**src/rtl/pong_pkg.sv**
```systemverilog
// pong_pkg: game states and screen geometry shared by
// the game controller and the pixel renderer.
package pong_pkg;

   typedef enum logic [1:0] {
      NEWGAME = 2'd0,
      PLAY    = 2'd1,
      NEWBALL = 2'd2,
      OVER    = 2'd3
   } game_state_t;

   localparam int H_DISPLAY   = 640;
   localparam int V_DISPLAY   = 480;
   localparam int WALL_X_R    = 35;
   localparam int BAR_X_L     = 600;
   localparam int BAR_X_R     = 603;
   localparam int BAR_H       = 72;
   localparam int BALL_SIZE   = 8;
   localparam int PAD_V       = 4;
   localparam int BALL_V      = 2;
   localparam int LIVES       = 3;
   localparam int WAIT_FRAMES = 120;

   localparam logic [9:0] BAR_Y_RST  = 10'((V_DISPLAY - BAR_H) / 2);
   localparam logic [9:0] BALL_X_RST = 10'((H_DISPLAY - BALL_SIZE) / 2);
   localparam logic [9:0] BALL_Y_RST = 10'((V_DISPLAY - BALL_SIZE) / 2);
   localparam logic [9:0] REFR_Y     = 10'(V_DISPLAY + 1);

endpackage

```
**src/rtl/pong_game_ctrl_if.sv**
```systemverilog
// pong_game_ctrl_if: sync counter and button inputs in,
// object coordinates and game status out.
interface pong_game_ctrl_if;

   logic [9:0] pixel_x;
   logic [9:0] pixel_y;
   logic       p_tick;
   logic       btn_up;
   logic       btn_down;
   logic       btn_start;
   logic       refr_tick;
   logic [9:0] bar_y_t;
   logic [9:0] ball_x;
   logic [9:0] ball_y;
   logic       ball_on;
   logic [7:0] score;
   logic [1:0] lives;
   logic [1:0] game_state;
   logic       hit;
   logic       miss;

   modport master (
      output pixel_x, pixel_y, p_tick,
      output btn_up, btn_down, btn_start,
      input  refr_tick, bar_y_t, ball_x, ball_y,
      input  ball_on, score, lives, game_state,
      input  hit, miss
   );

   modport slave (
      input  pixel_x, pixel_y, p_tick,
      input  btn_up, btn_down, btn_start,
      output refr_tick, bar_y_t, ball_x, ball_y,
      output ball_on, score, lives, game_state,
      output hit, miss
   );

endinterface

```
**src/rtl/pong_bcd_counter.sv**
```systemverilog
// pong_bcd_counter: two-digit BCD counter, synchronous
// clear over increment, wraps 99 -> 00.
module pong_bcd_counter (
   input  logic       clk,
   input  logic       reset,
   input  logic       clr,
   input  logic       inc,
   output logic [7:0] count
);

   // digit-wise increment with carry from ones into tens
   always_ff @(posedge clk or posedge reset) begin
      if (reset) begin
         count <= 8'h00;
      end else if (clr) begin
         count <= 8'h00;
      end else if (inc) begin
         if (count[3:0] == 4'd9) begin
            count[3:0] <= 4'd0;
            if (count[7:4] == 4'd9)
               count[7:4] <= 4'd0;
            else
               count[7:4] <= count[7:4] + 4'd1;
         end else begin
            count[3:0] <= count[3:0] + 4'd1;
         end
      end
   end

endmodule

```
**src/rtl/pong_game_ctrl.sv**
```systemverilog
// pong_game_ctrl: per-frame paddle/ball update, collisions, score, lives.
// Build option PONG_ATTRACT_EN: ball and paddle self-play in NEWGAME.
module pong_game_ctrl
   import pong_pkg::*;
(
   input  logic            clk,
   input  logic            reset,
   pong_game_ctrl_if.slave bus
);

   localparam logic signed [10:0] DV    = 11'(BALL_V);
   localparam logic signed [10:0] B7    = 11'(BALL_SIZE - 1);
   localparam logic signed [10:0] B8    = 11'(BALL_SIZE);
   localparam logic signed [10:0] BH1   = 11'(BAR_H - 1);
   localparam logic signed [10:0] X_MAX = 11'(H_DISPLAY - 1);
   localparam logic signed [10:0] XL    = 11'(BAR_X_L);
   localparam logic signed [10:0] XR    = 11'(BAR_X_R);
   localparam logic signed [10:0] XW    = 11'(WALL_X_R);
   localparam logic signed [10:0] Y_TOP = 11'sd1;
   localparam logic signed [10:0] Y_BOT = 11'(V_DISPLAY - 2);

   game_state_t state, state_n;

   logic        refr;
   logic [9:0]  bar_q, bar_n, pad_y;
   logic [9:0]  bx_q, bx_n, by_q, by_n;
   logic        vx_q, vx_n, vy_q, vy_n;
   logic        vx_b, vy_b;
   logic        on_q, on_n;
   logic [1:0]  lives_q, lives_n;
   logic [6:0]  timer_q, timer_n;
   logic        hit_q, hit_n, miss_q, miss_n;
   logic        sc_clr, sc_inc;
   logic [7:0]  score_q;
   logic        up_ok, dn_ok;
   logic        is_miss, is_hit;
   logic signed [10:0] nx, ny, ed, bar_s;

   assign refr = bus.p_tick && (bus.pixel_x == 10'd0)
              && (bus.pixel_y == REFR_Y);

   // candidate ball position and the collisions it produces
   always_comb begin
      nx      = $signed({1'b0, bx_q}) + (vx_q ? -DV : DV);
      ny      = $signed({1'b0, by_q}) + (vy_q ? -DV : DV);
      ed      = nx + B7;
      bar_s   = $signed({1'b0, bar_q});
      is_miss = ed > X_MAX;
      is_hit  = (ed >= XL) && (ed <= XR)
             && (ny <= bar_s + BH1) && (ny + B7 >= bar_s);
      vx_b    = vx_q;
      vy_b    = vy_q;
      if (is_hit)
         vx_b = 1'b1;
      else if (nx <= XW)
         vx_b = 1'b0;
      if (ny <= Y_TOP)
         vy_b = 1'b0;
      else if (ny + B8 >= Y_BOT)
         vy_b = 1'b1;
   end

   // button-driven paddle step, clamped to the screen
   always_comb begin
      up_ok = bar_q >= 10'(PAD_V);
      dn_ok = ({1'b0, bar_q} + 11'(BAR_H + PAD_V))
           <= 11'(V_DISPLAY - 1);
      pad_y = bar_q;
      unique case (1'b1)
         (bus.btn_up && !bus.btn_down && up_ok):
            pad_y = bar_q - 10'(PAD_V);
         (bus.btn_down && !bus.btn_up && dn_ok):
            pad_y = bar_q + 10'(PAD_V);
         default:
            pad_y = bar_q;
      endcase
   end

`ifdef PONG_ATTRACT_EN
   logic [9:0]  track_y;
   logic [10:0] c_ball, c_bar;

   // attract mode: paddle chases the ball's vertical centre
   always_comb begin
      c_ball  = {1'b0, by_q} + 11'(BALL_SIZE / 2);
      c_bar   = {1'b0, bar_q} + 11'(BAR_H / 2);
      track_y = bar_q;
      if (c_ball < c_bar && up_ok)
         track_y = bar_q - 10'(PAD_V);
      else if (c_ball > c_bar && dn_ok)
         track_y = bar_q + 10'(PAD_V);
   end
`endif

   // game state register
   always_ff @(posedge clk or posedge reset) begin
      if (reset)
         state <= NEWGAME;
      else
         state <= state_n;
   end

   // next state and next object/status values, once per frame
   always_comb begin
      state_n = state;
      bar_n   = bar_q;
      bx_n    = bx_q;
      by_n    = by_q;
      vx_n    = vx_q;
      vy_n    = vy_q;
      on_n    = on_q;
      lives_n = lives_q;
      timer_n = timer_q;
      hit_n   = 1'b0;
      miss_n  = 1'b0;
      sc_clr  = 1'b0;
      sc_inc  = 1'b0;
      if (refr) begin
         unique case (state)
            NEWGAME: begin
               lives_n = 2'(LIVES);
               sc_clr  = 1'b1;
               on_n    = 1'b0;
`ifdef PONG_ATTRACT_EN
               on_n  = 1'b1;
               bar_n = track_y;
               if (is_miss) begin
                  bx_n = BALL_X_RST;
                  by_n = BALL_Y_RST;
                  vx_n = 1'b1;
                  vy_n = 1'b0;
               end else begin
                  bx_n = nx[9:0];
                  by_n = ny[9:0];
                  vx_n = vx_b;
                  vy_n = vy_b;
               end
`endif
               if (bus.btn_start) begin
                  state_n = PLAY;
                  on_n    = 1'b1;
                  bx_n    = BALL_X_RST;
                  by_n    = BALL_Y_RST;
                  vx_n    = 1'b1;
                  vy_n    = 1'b0;
               end
            end
            PLAY: begin
               bar_n = pad_y;
               bx_n  = nx[9:0];
               by_n  = ny[9:0];
               if (is_miss) begin
                  miss_n  = 1'b1;
                  on_n    = 1'b0;
                  timer_n = 7'(WAIT_FRAMES);
                  lives_n = (lives_q == 2'd0) ? 2'd0 : lives_q - 2'd1;
                  state_n = (lives_q <= 2'd1) ? OVER : NEWBALL;
               end else begin
                  vx_n   = vx_b;
                  vy_n   = vy_b;
                  hit_n  = is_hit;
                  sc_inc = is_hit;
               end
            end
            NEWBALL: begin
               bar_n = pad_y;
               if (timer_q <= 7'd1) begin
                  timer_n = 7'd0;
                  state_n = PLAY;
                  on_n    = 1'b1;
                  bx_n    = BALL_X_RST;
                  by_n    = BALL_Y_RST;
                  vx_n    = 1'b1;
                  vy_n    = 1'b0;
               end else begin
                  timer_n = timer_q - 7'd1;
               end
            end
            OVER: begin
               if (timer_q <= 7'd1) begin
                  timer_n = 7'd0;
                  state_n = NEWGAME;
                  lives_n = 2'(LIVES);
                  sc_clr  = 1'b1;
               end else begin
                  timer_n = timer_q - 7'd1;
               end
            end
            default: state_n = NEWGAME;
         endcase
      end
   end

   // object, velocity, lives, timer and event registers
   always_ff @(posedge clk or posedge reset) begin
      if (reset) begin
         bar_q   <= BAR_Y_RST;
         bx_q    <= BALL_X_RST;
         by_q    <= BALL_Y_RST;
         vx_q    <= 1'b1;
         vy_q    <= 1'b0;
         on_q    <= 1'b0;
         lives_q <= 2'(LIVES);
         timer_q <= 7'd0;
         hit_q   <= 1'b0;
         miss_q  <= 1'b0;
      end else begin
         bar_q   <= bar_n;
         bx_q    <= bx_n;
         by_q    <= by_n;
         vx_q    <= vx_n;
         vy_q    <= vy_n;
         on_q    <= on_n;
         lives_q <= lives_n;
         timer_q <= timer_n;
         hit_q   <= hit_n;
         miss_q  <= miss_n;
      end
   end

   pong_bcd_counter u_score (
      .clk   (clk),
      .reset (reset),
      .clr   (sc_clr),
      .inc   (sc_inc),
      .count (score_q)
   );

   assign bus.refr_tick  = refr;
   assign bus.bar_y_t    = bar_q;
   assign bus.ball_x     = bx_q;
   assign bus.ball_y     = by_q;
   assign bus.ball_on    = on_q;
   assign bus.score      = score_q;
   assign bus.lives      = lives_q;
   assign bus.game_state = state;
   assign bus.hit        = hit_q;
   assign bus.miss       = miss_q;

endmodule
```
**src/flat_wrapper.sv**
```systemverilog
// flat-port wrapper written by rule: the top's interface ports become plain ports
module pong_game_ctrl_flat import pong_pkg::*;
  (clk, reset, bus_pixel_x, bus_pixel_y, bus_p_tick, bus_btn_up, bus_btn_down, bus_btn_start, bus_refr_tick, bus_bar_y_t, bus_ball_x, bus_ball_y, bus_ball_on, bus_score, bus_lives, bus_game_state, bus_hit, bus_miss);
  pong_game_ctrl_if bus_i ();
  input  logic clk;
  input  logic reset;
  input wire logic [$bits(bus_i.pixel_x)-1:0] bus_pixel_x;
  input wire logic [$bits(bus_i.pixel_y)-1:0] bus_pixel_y;
  input wire logic [$bits(bus_i.p_tick)-1:0] bus_p_tick;
  input wire logic [$bits(bus_i.btn_up)-1:0] bus_btn_up;
  input wire logic [$bits(bus_i.btn_down)-1:0] bus_btn_down;
  input wire logic [$bits(bus_i.btn_start)-1:0] bus_btn_start;
  output wire logic [$bits(bus_i.refr_tick)-1:0] bus_refr_tick;
  output wire logic [$bits(bus_i.bar_y_t)-1:0] bus_bar_y_t;
  output wire logic [$bits(bus_i.ball_x)-1:0] bus_ball_x;
  output wire logic [$bits(bus_i.ball_y)-1:0] bus_ball_y;
  output wire logic [$bits(bus_i.ball_on)-1:0] bus_ball_on;
  output wire logic [$bits(bus_i.score)-1:0] bus_score;
  output wire logic [$bits(bus_i.lives)-1:0] bus_lives;
  output wire logic [$bits(bus_i.game_state)-1:0] bus_game_state;
  output wire logic [$bits(bus_i.hit)-1:0] bus_hit;
  output wire logic [$bits(bus_i.miss)-1:0] bus_miss;
  assign bus_i.pixel_x = bus_pixel_x;
  assign bus_i.pixel_y = bus_pixel_y;
  assign bus_i.p_tick = bus_p_tick;
  assign bus_i.btn_up = bus_btn_up;
  assign bus_i.btn_down = bus_btn_down;
  assign bus_i.btn_start = bus_btn_start;
  assign bus_refr_tick = bus_i.refr_tick;
  assign bus_bar_y_t = bus_i.bar_y_t;
  assign bus_ball_x = bus_i.ball_x;
  assign bus_ball_y = bus_i.ball_y;
  assign bus_ball_on = bus_i.ball_on;
  assign bus_score = bus_i.score;
  assign bus_lives = bus_i.lives;
  assign bus_game_state = bus_i.game_state;
  assign bus_hit = bus_i.hit;
  assign bus_miss = bus_i.miss;
  pong_game_ctrl u_core (.clk(clk), .reset(reset), .bus(bus_i));
endmodule
```
**config.mk**
```make
export PLATFORM = sky130hd
export DESIGN_NAME = pong_game_ctrl_flat
export DESIGN_NICKNAME = d
export VERILOG_FILES = /design/src/rtl/pong_pkg.sv /design/src/rtl/pong_game_ctrl_if.sv /design/src/rtl/pong_bcd_counter.sv /design/src/rtl/pong_game_ctrl.sv /design/src/flat_wrapper.sv
export SDC_FILE = /design/constraint.sdc
export NUM_CORES = 1
export LEC_CHECK = 0
export CORE_MARGIN = 3
export CORE_UTILIZATION = 54
export DETAILED_ROUTE_END_ITERATION = 6
export MAX_ROUTING_LAYER = met4
export PLACE_DENSITY = 0.75
export SYNTH_ARGS = -nofsm -noshare
export SYNTH_HDL_FRONTEND = slang
export SYNTH_SLANG_ARGS = --single-unit
```
**constraint.sdc**
```tcl
create_clock -name clk -period 12.8 [get_ports clk]
set_clock_uncertainty 0.1 [all_clocks]
set_input_delay 2.56 -clock clk [delete_from_list [all_inputs] [get_ports clk]]
set_output_delay 2.56 -clock clk [all_outputs]
set_load 0.05 [all_outputs]
```
==> results of run 1 <==
[how the worst max path moves through the flow]
stage / endpoint / slack [ns] / cells after the start
after CTS: bus_refr_tick / 5.18 / 6
after global routing: bus_refr_tick / 5.06 / 6
after detailed placement: bus_refr_tick / 5.19 / 6
after floorplan: bus_refr_tick / 6.29 / 5
after global placement: bus_refr_tick / 5.22 / 6
final: bus_refr_tick / 5.19 / 6
[worst max-delay path: stages]
cell and delay, ns:
clkdlybuf4s50_1 0.40, nor4_1 0.27, nand4_1 0.14, or3_1 0.55, inv_1 0.20, clkdlybuf4s50_1 0.83
[layout by cell type (no fill, tap or decap), types with 12 or more instances in the layout]
| cell type | Yosys | routed |
|---|---|---|
| nand2_1 | 41 | 41 |
| a31oi_1 | 17 | 17 |
| nor4_1 | 12 | 12 |
| clkdlybuf4s50_1 | 0 | 67 |
| nand3_1 | 22 | 22 |
| a21oi_1 | 33 | 33 |
| dfstp_2 | 17 | 17 |
| nor2_1 | 63 | 63 |
| o21ai_0 | 27 | 27 |
| nor3_1 | 15 | 15 |
| inv_1 | 46 | 45 |
| xnor2_1 | 23 | 23 |
| ha_1 | 57 | 57 |
| dfrtp_1 | 33 | 33 |
[kinds of logic (layout without fill, tap and decap cells)]
kind of cell	count (synthesis)	count (layout)	synth area share, %
AO/OA/AOI/OAI	159	159	23.8
XOR/XNOR	31	31	5.40
adder cells (fa/ha/maj)	59	59	15.0
buffers and inverters	67	125	5.75
flip-flops	50	50	25.3
multiplexers	9	9	1.84
other	1	4	0.0746
AND/OR/NAND/NOR	218	218	22.8
[layer usage]
metal / GRT usage (%) / wire length (um) / share of wire, % / up-vias
met5: - / 0 / 0 / -
met2: 41.8 / 5980 / 49 / 140
met4: 5.05 / 136 / 1.1 / 0
li1: - / - / - / 2280
met1: 31.8 / 5490 / 45 / 2214
met3: 3.21 / 495 / 4.1 / 23
[state kept, by name, summed over array words and instances (netlist names)]
signal / count
u_core.bus.ball_y: 9
u_core.bus.game_state: 2
u_core.bus.hit: 1
u_core.vx_q: 1
u_core.bus.lives: 2
u_core.bus.ball_on: 1
u_core.timer_q: 7
u_core.bus.ball_x: 9
u_core.vy_q: 1
u_core.u_score.count: 8
u_core.bus.bar_y_t: 8
u_core.bus.miss: 1
[metrics by stage]
step	utilization, %	cell area, sq um	total power, W
floorplan	-	5030	0.000167
global placement	64.9	5770	0.000176
detailed placement	64.9	5770	0.000176
CTS	66.0	5860	0.000275
global route	66.0	5860	0.000284
finish	66.0	5860	0.000270
[power by group through the flow]
stage / clock [W] / combinational, W / sequential [W]
CTS: 0.000102 / 0.0000148 / 0.000158
global route: 0.000111 / 0.0000157 / 0.000158
detailed placement: 0 / 0.0000148 / 0.000161
global placement: 0 / 0.0000145 / 0.000161
finish: 0.0000979 / 0.0000144 / 0.000158
floorplan: 0 / 0.00000639 / 0.000161
[layout make-up]
| class | count | area share, % |
|---|---|---|
| Tap cell | 108 | 2.30 |
| Clock inverter | 2 | 0.213 |
| Inverter | 47 | 3.01 |
| Clock buffer | 6 | 1.41 |
| Multi-Input combinational cell | 480 | 59.5 |
| Sequential cell | 50 | 21.7 |
| Timing Repair Buffer | 70 | 11.8 |
==> results.sh, run 1 <==
export IMPL_status="complete, no violations"
export IMPL_finalSetupTns_ns=0
export IMPL_synth_common_cells="63 x nor2_1, 57 x ha_1, 46 x inv_1"
export IMPL_clkPwrFrac_pct=36.2
export IMPL_tritoncts="built"
export IMPL_ctsLongestPathBuffers=2
export IMPL_drive_above_1_share_pct=8.85
export IMPL_yosysMostFrequentCell="nor2_1"
export IMPL_min_delay_start="u_core.bus.lives[1]"
export IMPL_r2r_cells=17
export IMPL_end_kind="primary output"
export IMPL_synth_edf_count=0
export IMPL_hold_end="u_core.bus.lives[1]"
export IMPL_cts_buffers=5
export IMPL_diodes=0
export IMPL_die_h_um=102
export IMPL_clockRootBuffer="clkbuf_8"
export IMPL_cap_violations=0
export IMPL_yosys_warnings=0
export IMPL_switchingPower_w=0.0000614
export IMPL_regArea_sq_um=1270
export IMPL_clk_latency_ns=0.30
export IMPL_initial_core_util_pct=56.5
export IMPL_dp_cells=755
export IMPL_h_tree_depth=2
export IMPL_clkSinkCount=50
export IMPL_grt_max_degree=51
export IMPL_tightest_slew_ns=1.07
export IMPL_first_pass_iters=5
export IMPL_relSlewSlack_pct=27.9
export IMPL_pre_cts_ws_ns=5.19
export IMPL_coreArea_sq_um=8890
export IMPL_cts_hold_buf=0
export IMPL_power_density_nw_per_um2=46.1
export IMPL_reg2reg_slack_ns=7.66
export IMPL_fin_ws_ns=5.19
export IMPL_r2r_end="u_core.u_score.count[4]"
export IMPL_synth_ff_type="dfrtp_1"
export IMPL_area_growth_pct=16.7
export IMPL_setup_viol=0
export IMPL_antenna_found_initial=0
export IMPL_crit_reg2reg_launch="u_core.vy_q"
export IMPL_synthCells=594
export IMPL_routabilityCongestion=0.914
export IMPL_finalCritPeriodShare_pct=59.4
export IMPL_min_period_ns=7.61
export IMPL_wl_per_cell_um=15.9
export IMPL_seqPwrFrac_pct=58.5
export IMPL_drt_total_wl_mm=12.1
export IMPL_vias_per_cell=6.10
export IMPL_hp_class="reg -> reg"
export IMPL_crit_fanout=10
export IMPL_path_class="in -> out"
export IMPL_dpl_hpwl_mm=9.26
export IMPL_rows=34
export IMPL_async_reset_ff_share_pct=100
export IMPL_post_cts_resized=0
export IMPL_swShare_pct=22.7
export IMPL_intPower_w=0.000209
export IMPL_pwr_share_comb_pct=5.3
export IMPL_ys_types=84
export IMPL_finalHoldViolCount=0
export IMPL_multi_input_area_sq_um=3490
export IMPL_vias=4657
export IMPL_synth_top_cell_by_area="dfrtp_1"
export IMPL_whs_path_depth=2
export IMPL_cp_required_ns=10.14
export IMPL_drt_drc_violations_left=0
export IMPL_io_pins=72
export IMPL_post_cts_setup_buffer_count=0
export IMPL_nFillCells=747
export IMPL_maxSlewViolCount=0
export IMPL_p_leak_nw=2.51
export IMPL_fp_dieArea_sq_um=10500
export IMPL_first_iter_violations=299
export IMPL_arrival_ns=4.95
export IMPL_seq_area_frac_synth_pct=25.3
export IMPL_synth_top_cell_area_share_pct=16.4
export IMPL_postRouteAntennaNets=0
export IMPL_clkSlewWorstSetupHoldPaths_ns=0.09
export IMPL_fin_hold_ws_ns=0.411
export IMPL_rsz0062_at_grt="false"
export IMPL_crit_start="bus_pixel_y[3]"
export IMPL_instances_no_fill=763
export IMPL_dieWidth_um=102
export IMPL_gr_total_overflow=0
export IMPL_synthTopCellsByArea="dfrtp_1 16%, ha_1 14%, dfstp_2 8.9%"
export IMPL_ys_ff_latch=50
export IMPL_grt_pass1_wl_mm=21.0
export IMPL_ir_drop_v=0.0000402
export IMPL_grt_pass1_vias=4576
export IMPL_portBuffers=67
export IMPL_syn_avg_cell_area_sq_um=8.46
export IMPL_critPathLaunchType="primary input"
export IMPL_grt_usage_pct=24.7
export IMPL_fin_nets=739
export IMPL_max_freq_ghz=0.131
export IMPL_syn_cell_area_sq_um=5020
(Power assumes the default switching activity.)
==> run 2, diff against run 1 <==
==> constraint.sdc (replaced) <==
create_clock -name clk -period 7.2 [get_ports clk]
set_clock_uncertainty 0.1 [all_clocks]
set_input_delay 1.44 -clock clk [delete_from_list [all_inputs] [get_ports clk]]
set_output_delay 1.44 -clock clk [all_outputs]
set_load 0.05 [all_outputs]
==> results.sh, run 2 (same netlist as run 1, synthesis figures left out) <==
export IMPL_wl_per_cell_um=16.3
export IMPL_final_common_cell="clkdlybuf4s50_1"
export IMPL_crit_reg2reg_launch="u_core.vy_q"
export IMPL_grt_usage_pct=25.2
export IMPL_first_iter_violations=247
export IMPL_power_w=0.000559
export IMPL_routabilityCongestion=0.894
export IMPL_setup_viol=0
export IMPL_rows=34
export IMPL_drt_total_wl_mm=12.4
export IMPL_critPathLaunchType="primary input"
export IMPL_first_pass_iters=5
export IMPL_min_period_ns=5.37
export IMPL_finalSetupTns_ns=0
export IMPL_grt_pass1_vias=4574
export IMPL_rsz0062_at_grt="false"
export IMPL_ir_drop_v=0.0000781
export IMPL_cp_required_ns=5.66
export IMPL_clkSlewWorstSetupHoldPaths_ns=0.10
export IMPL_gr_total_overflow=0
export IMPL_cts_hold_buf=0
export IMPL_vias_per_cell=6.15
export IMPL_cts_buffers=5
export IMPL_final_util_pct=66.5
export IMPL_fin_ws_ns=1.83
export IMPL_grt_pass1_wl_mm=21.3
export IMPL_area_growth_pct=17.7
export IMPL_clkSinkCount=50
export IMPL_dpl_hpwl_mm=9.21
export IMPL_arrival_ns=3.83
export IMPL_endpoint="bus_refr_tick"
export IMPL_r2r_cells=17
export IMPL_diodes=0
export IMPL_hp_class="reg -> reg"
export IMPL_drt_drc_violations_left=0
export IMPL_finalCritPeriodShare_pct=74.6
export IMPL_cap_violations=0
export IMPL_portBuffers=67
export IMPL_ctsLongestPathBuffers=2
export IMPL_relSlewSlack_pct=24.4
export IMPL_grt_max_degree=51
export IMPL_r2r_end="u_core.u_score.count[4]"
export IMPL_postRouteAntennaNets=0
export IMPL_initial_core_util_pct=56.5
export IMPL_end_kind="primary output"
export IMPL_coreArea_sq_um=8890
export IMPL_clockRootBuffer="clkbuf_8"
export IMPL_layout_common_cells="67 x clkdlybuf4s50_1, 63 x nor2_1, 57 x ha_1, 45 x inv_1, 41 x nand2_1"
export IMPL_fin_nets=739
export IMPL_max_freq_ghz=0.186
export IMPL_tritoncts="built"
export IMPL_pre_cts_ws_ns=1.81
export IMPL_maxSlewViolCount=0
export IMPL_path_class="in -> out"
export IMPL_h_tree_depth=2
export IMPL_clk_latency_ns=0.31
export IMPL_dieWidth_um=102
export IMPL_power_density_nw_per_um2=94.6
export IMPL_crit_start="bus_pixel_y[3]"
export IMPL_reg2reg_slack_ns=2.10
export IMPL_nFillCells=734
export IMPL_fp_dieArea_sq_um=10500
export IMPL_tightest_slew_ns=1.13
export IMPL_drive_above_1_share_pct=8.85
export IMPL_vias=4693
export IMPL_finalHoldViolCount=0
export IMPL_post_cts_setup_buffer_count=0
export IMPL_crit_fanout=10
export IMPL_p_leak_nw=2.54
export IMPL_status="complete, no violations"
export IMPL_antenna_found_initial=0
export IMPL_post_cts_resized=0
export IMPL_die_h_um=102
export IMPL_io_pins=72
run 2: critical path, stage by stage:
cell	delay [ns]
clkdlybuf4s50_1	0.40
nor4_1	0.27
nand4_1	0.15
or3_1	0.55
inv_1	0.19
clkdlybuf4s50_1	0.83
run 2: layer usage:
layer	vias up	wire length, um	global-route usage (%)
li1	2285	-	-
met1	2213	5620	32.8
met2	165	6050	42.0
met3	30	567	2.73
met4	0	210	5.85
met5	-	0	-
run 2: report_power, final:
group / switching (W) / internal, W / total, W
clock network: 0.000104 / 0.000148 / 0.000252
logic: 0.0000129 / 0.0000130 / 0.0000259
registers: 0.00000000105 / 0.000281 / 0.000281
total: 0.000117 / 0.000442 / 0.000559
run 2: per-stage QoR:
step | area [sq um] | cells | hold slack [ns]
after floorplan | 5030 | 597 | 0.400
final | 5910 | 763 | 0.412
after global routing | 5910 | 763 | 0.439
after global placement | 5770 | 755 | 0.383
after CTS | 5910 | 763 | 0.415
after detailed placement | 5770 | 755 | 0.393
run 2: how the worst min path moves through the flow:
| stage | start | end | slack, ns | cells after the start |
|---|---|---|---|---|
| finish | u_core.bus.lives[0] | u_core.bus.lives[0] | 0.41 | 2 |
| global placement | u_core.bus.ball_y[4] | u_core.bus.ball_y[4] | 0.38 | 2 |
| floorplan | u_core.timer_q[6] | u_core.timer_q[6] | 0.40 | 2 |
| CTS | u_core.bus.lives[0] | u_core.bus.lives[0] | 0.42 | 2 |
| detailed placement | u_core.bus.ball_x[6] | u_core.bus.ball_x[6] | 0.39 | 2 |
| global route | u_core.bus.ball_y[3] | u_core.bus.ball_y[3] | 0.44 | 2 |
run 2: cell type report:
cell class                 count  area [sq um]  share of cell area (%)
tap                          108           135                    2.29
clock buffer                   6          82.6                    1.40
inverter                      47           176                    2.98
sequential                    50          1270                    21.5
multi-input combinational    480          3490                    59.1
clock inverter                 2          60.1                    1.02
timing repair buffer          70           693                    11.7
==> run 3, diff against run 2 <==
==> constraint.sdc (replaced) <==
create_clock -name clk -period 5.4 [get_ports clk]
set_clock_uncertainty 0.1 [all_clocks]
set_input_delay 1.08 -clock clk [delete_from_list [all_inputs] [get_ports clk]]
set_output_delay 1.08 -clock clk [all_outputs]
set_load 0.05 [all_outputs]
==> results.sh, run 3 (same netlist as run 1, synthesis figures left out) <==
export IMPL_status="complete, no violations"
export IMPL_io_pins=72
export IMPL_initial_core_util_pct=56.5
export IMPL_grt_pass1_vias=4564
export IMPL_arrival_ns=5.07
export IMPL_fin_nets=742
export IMPL_cts_hold_buf=0
export IMPL_critPathLaunchType="flop"
export IMPL_drt_total_wl_mm=12.2
export IMPL_h_tree_depth=2
export IMPL_grt_pass1_wl_mm=20.8
export IMPL_rsz0062_at_grt="false"
export IMPL_finalCritPeriodShare_pct=91.2
export IMPL_crit_buf_inv=0
export IMPL_post_cts_setup_buffer_count=0
export IMPL_grt_usage_pct=24.9
export IMPL_crit_fanout=13
export IMPL_pre_cts_ws_ns=0.531
export IMPL_maxSlewViolCount=0
export IMPL_p_leak_nw=2.54
export IMPL_cp_required_ns=5.54
export IMPL_cap_violations=0
export IMPL_clk_latency_ns=0.30
export IMPL_antenna_found_initial=0
export IMPL_finalSetupTns_ns=0
export IMPL_area_growth_pct=17.6
export IMPL_power_density_nw_per_um2=116
export IMPL_wl_per_cell_um=16.0
export IMPL_first_iter_violations=298
export IMPL_finalHoldViolCount=0
export IMPL_clkSlewWorstSetupHoldPaths_ns=0.10
export IMPL_first_pass_iters=5
export IMPL_clockRootBuffer="clkbuf_8"
export IMPL_vias_per_cell=6.08
export IMPL_cts_buffers=5
export IMPL_min_period_ns=4.93
export IMPL_placed_area_sq_um=5790
export IMPL_max_freq_ghz=0.203
export IMPL_coreArea_sq_um=8890
export IMPL_cp_top_family="compound AO/OA/AOI/OAI gates"
export IMPL_ir_drop_v=0.000108
export IMPL_tritoncts="built"
export IMPL_post_cts_resized=0
export IMPL_final_util_pct=66.5
export IMPL_path_class="reg -> reg"
export IMPL_clkSinkCount=50
export IMPL_drive_above_1_share_pct=9.12
export IMPL_diodes=0
export IMPL_fin_area_sq_um=5910
export IMPL_ctsLongestPathBuffers=2
export IMPL_final_common_cell="clkdlybuf4s50_1"
export IMPL_cp_slowest_stage_delay_ns=0.65
export IMPL_end_kind="flop"
export IMPL_setup_viol=0
export IMPL_die_h_um=102
export IMPL_cp_cell_sequence="ha_1, a211oi_4, nor2_1, nor2_1, ha_1, nand3_1, nor2_1, xnor2_1, ha_1, o21a_1, o21ai_0, a21o_1, a2111oi_4, o2111ai_4, nor3_4, or3b_1, a21oi_2"
export IMPL_hp_class="reg -> reg"
export IMPL_postRouteAntennaNets=0
export IMPL_drt_drc_violations_left=0
export IMPL_layout_common_cells="67 x clkdlybuf4s50_1, 63 x nor2_1, 57 x ha_1, 45 x inv_1, 41 x nand2_1"
export IMPL_fp_dieArea_sq_um=10500
export IMPL_tightest_slew_ns=0.966
export IMPL_routabilityCongestion=0.878
export IMPL_vias=4658
export IMPL_portBuffers=67
export IMPL_fin_hold_ws_ns=0.408
export IMPL_dieWidth_um=102
export IMPL_relSlewSlack_pct=35.4
export IMPL_fin_ws_ns=0.473
export IMPL_dpl_hpwl_mm=9.34
export IMPL_gr_total_overflow=0
export IMPL_crit_slowest_cell="dfrtp_1"
export IMPL_grt_max_degree=51
export IMPL_rows=34
==> run 3: through the flow <==
stage | instances | total power (W)
2_1_floorplan | 597 | 0.000397
3_3_place_gp | 758 | 0.000416
3_5_place_dp | 758 | 0.000416
4_1_cts | 766 | 0.000699
5_1_grt | 766 | 0.000718
6_report | 766 | 0.000688
==> run 3: final cells by class <==
cell class	count	area, sq um
tap	108	135
clock buffer	7	86.3
sequential	50	1270
clock inverter	1	30.0
fill	743	2980
multi-input combinational	480	3490
timing repair buffer	73	716
inverter	47	176
==> run 3: metal layers <==
layer	part of all wire, %	global-route usage [%]
met3	4.2	3.00
met4	1.6	5.55
met2	50	42.1
met1	44	31.8
met5	0	-
==> run 3: worst min-delay path, stage by stage (launching register included) <==
cell and delay (ns):
dfstp_2 0.39, o31ai_1 0.06, o21ai_1 0.06
==> run 3: worst paths after layout <==
check	slack (ns)	startpoint	cells after the start	end
min	0.41	u_core.bus.lives[1]	2	u_core.bus.lives[1]
min in group asynchronous	1.17	reset	3	u_core.bus.miss
min reg2reg	0.41	u_core.bus.lives[1]	2	u_core.bus.lives[1]
max in group asynchronous	3.59	reset	3	u_core.timer_q[0]
max	0.47	u_core.vy_q	17	u_core.u_score.count[4]
max reg2reg	0.47	u_core.vy_q	17	u_core.u_score.count[4]
==> run 3: where the power goes <==
group	leakage [nW]	internal (W)	switching, W
sequential	0.585	0.000375	0.00000000144
combinational	1.89	0.0000172	0.0000167
clock	0.0585	0.000151	0.000127
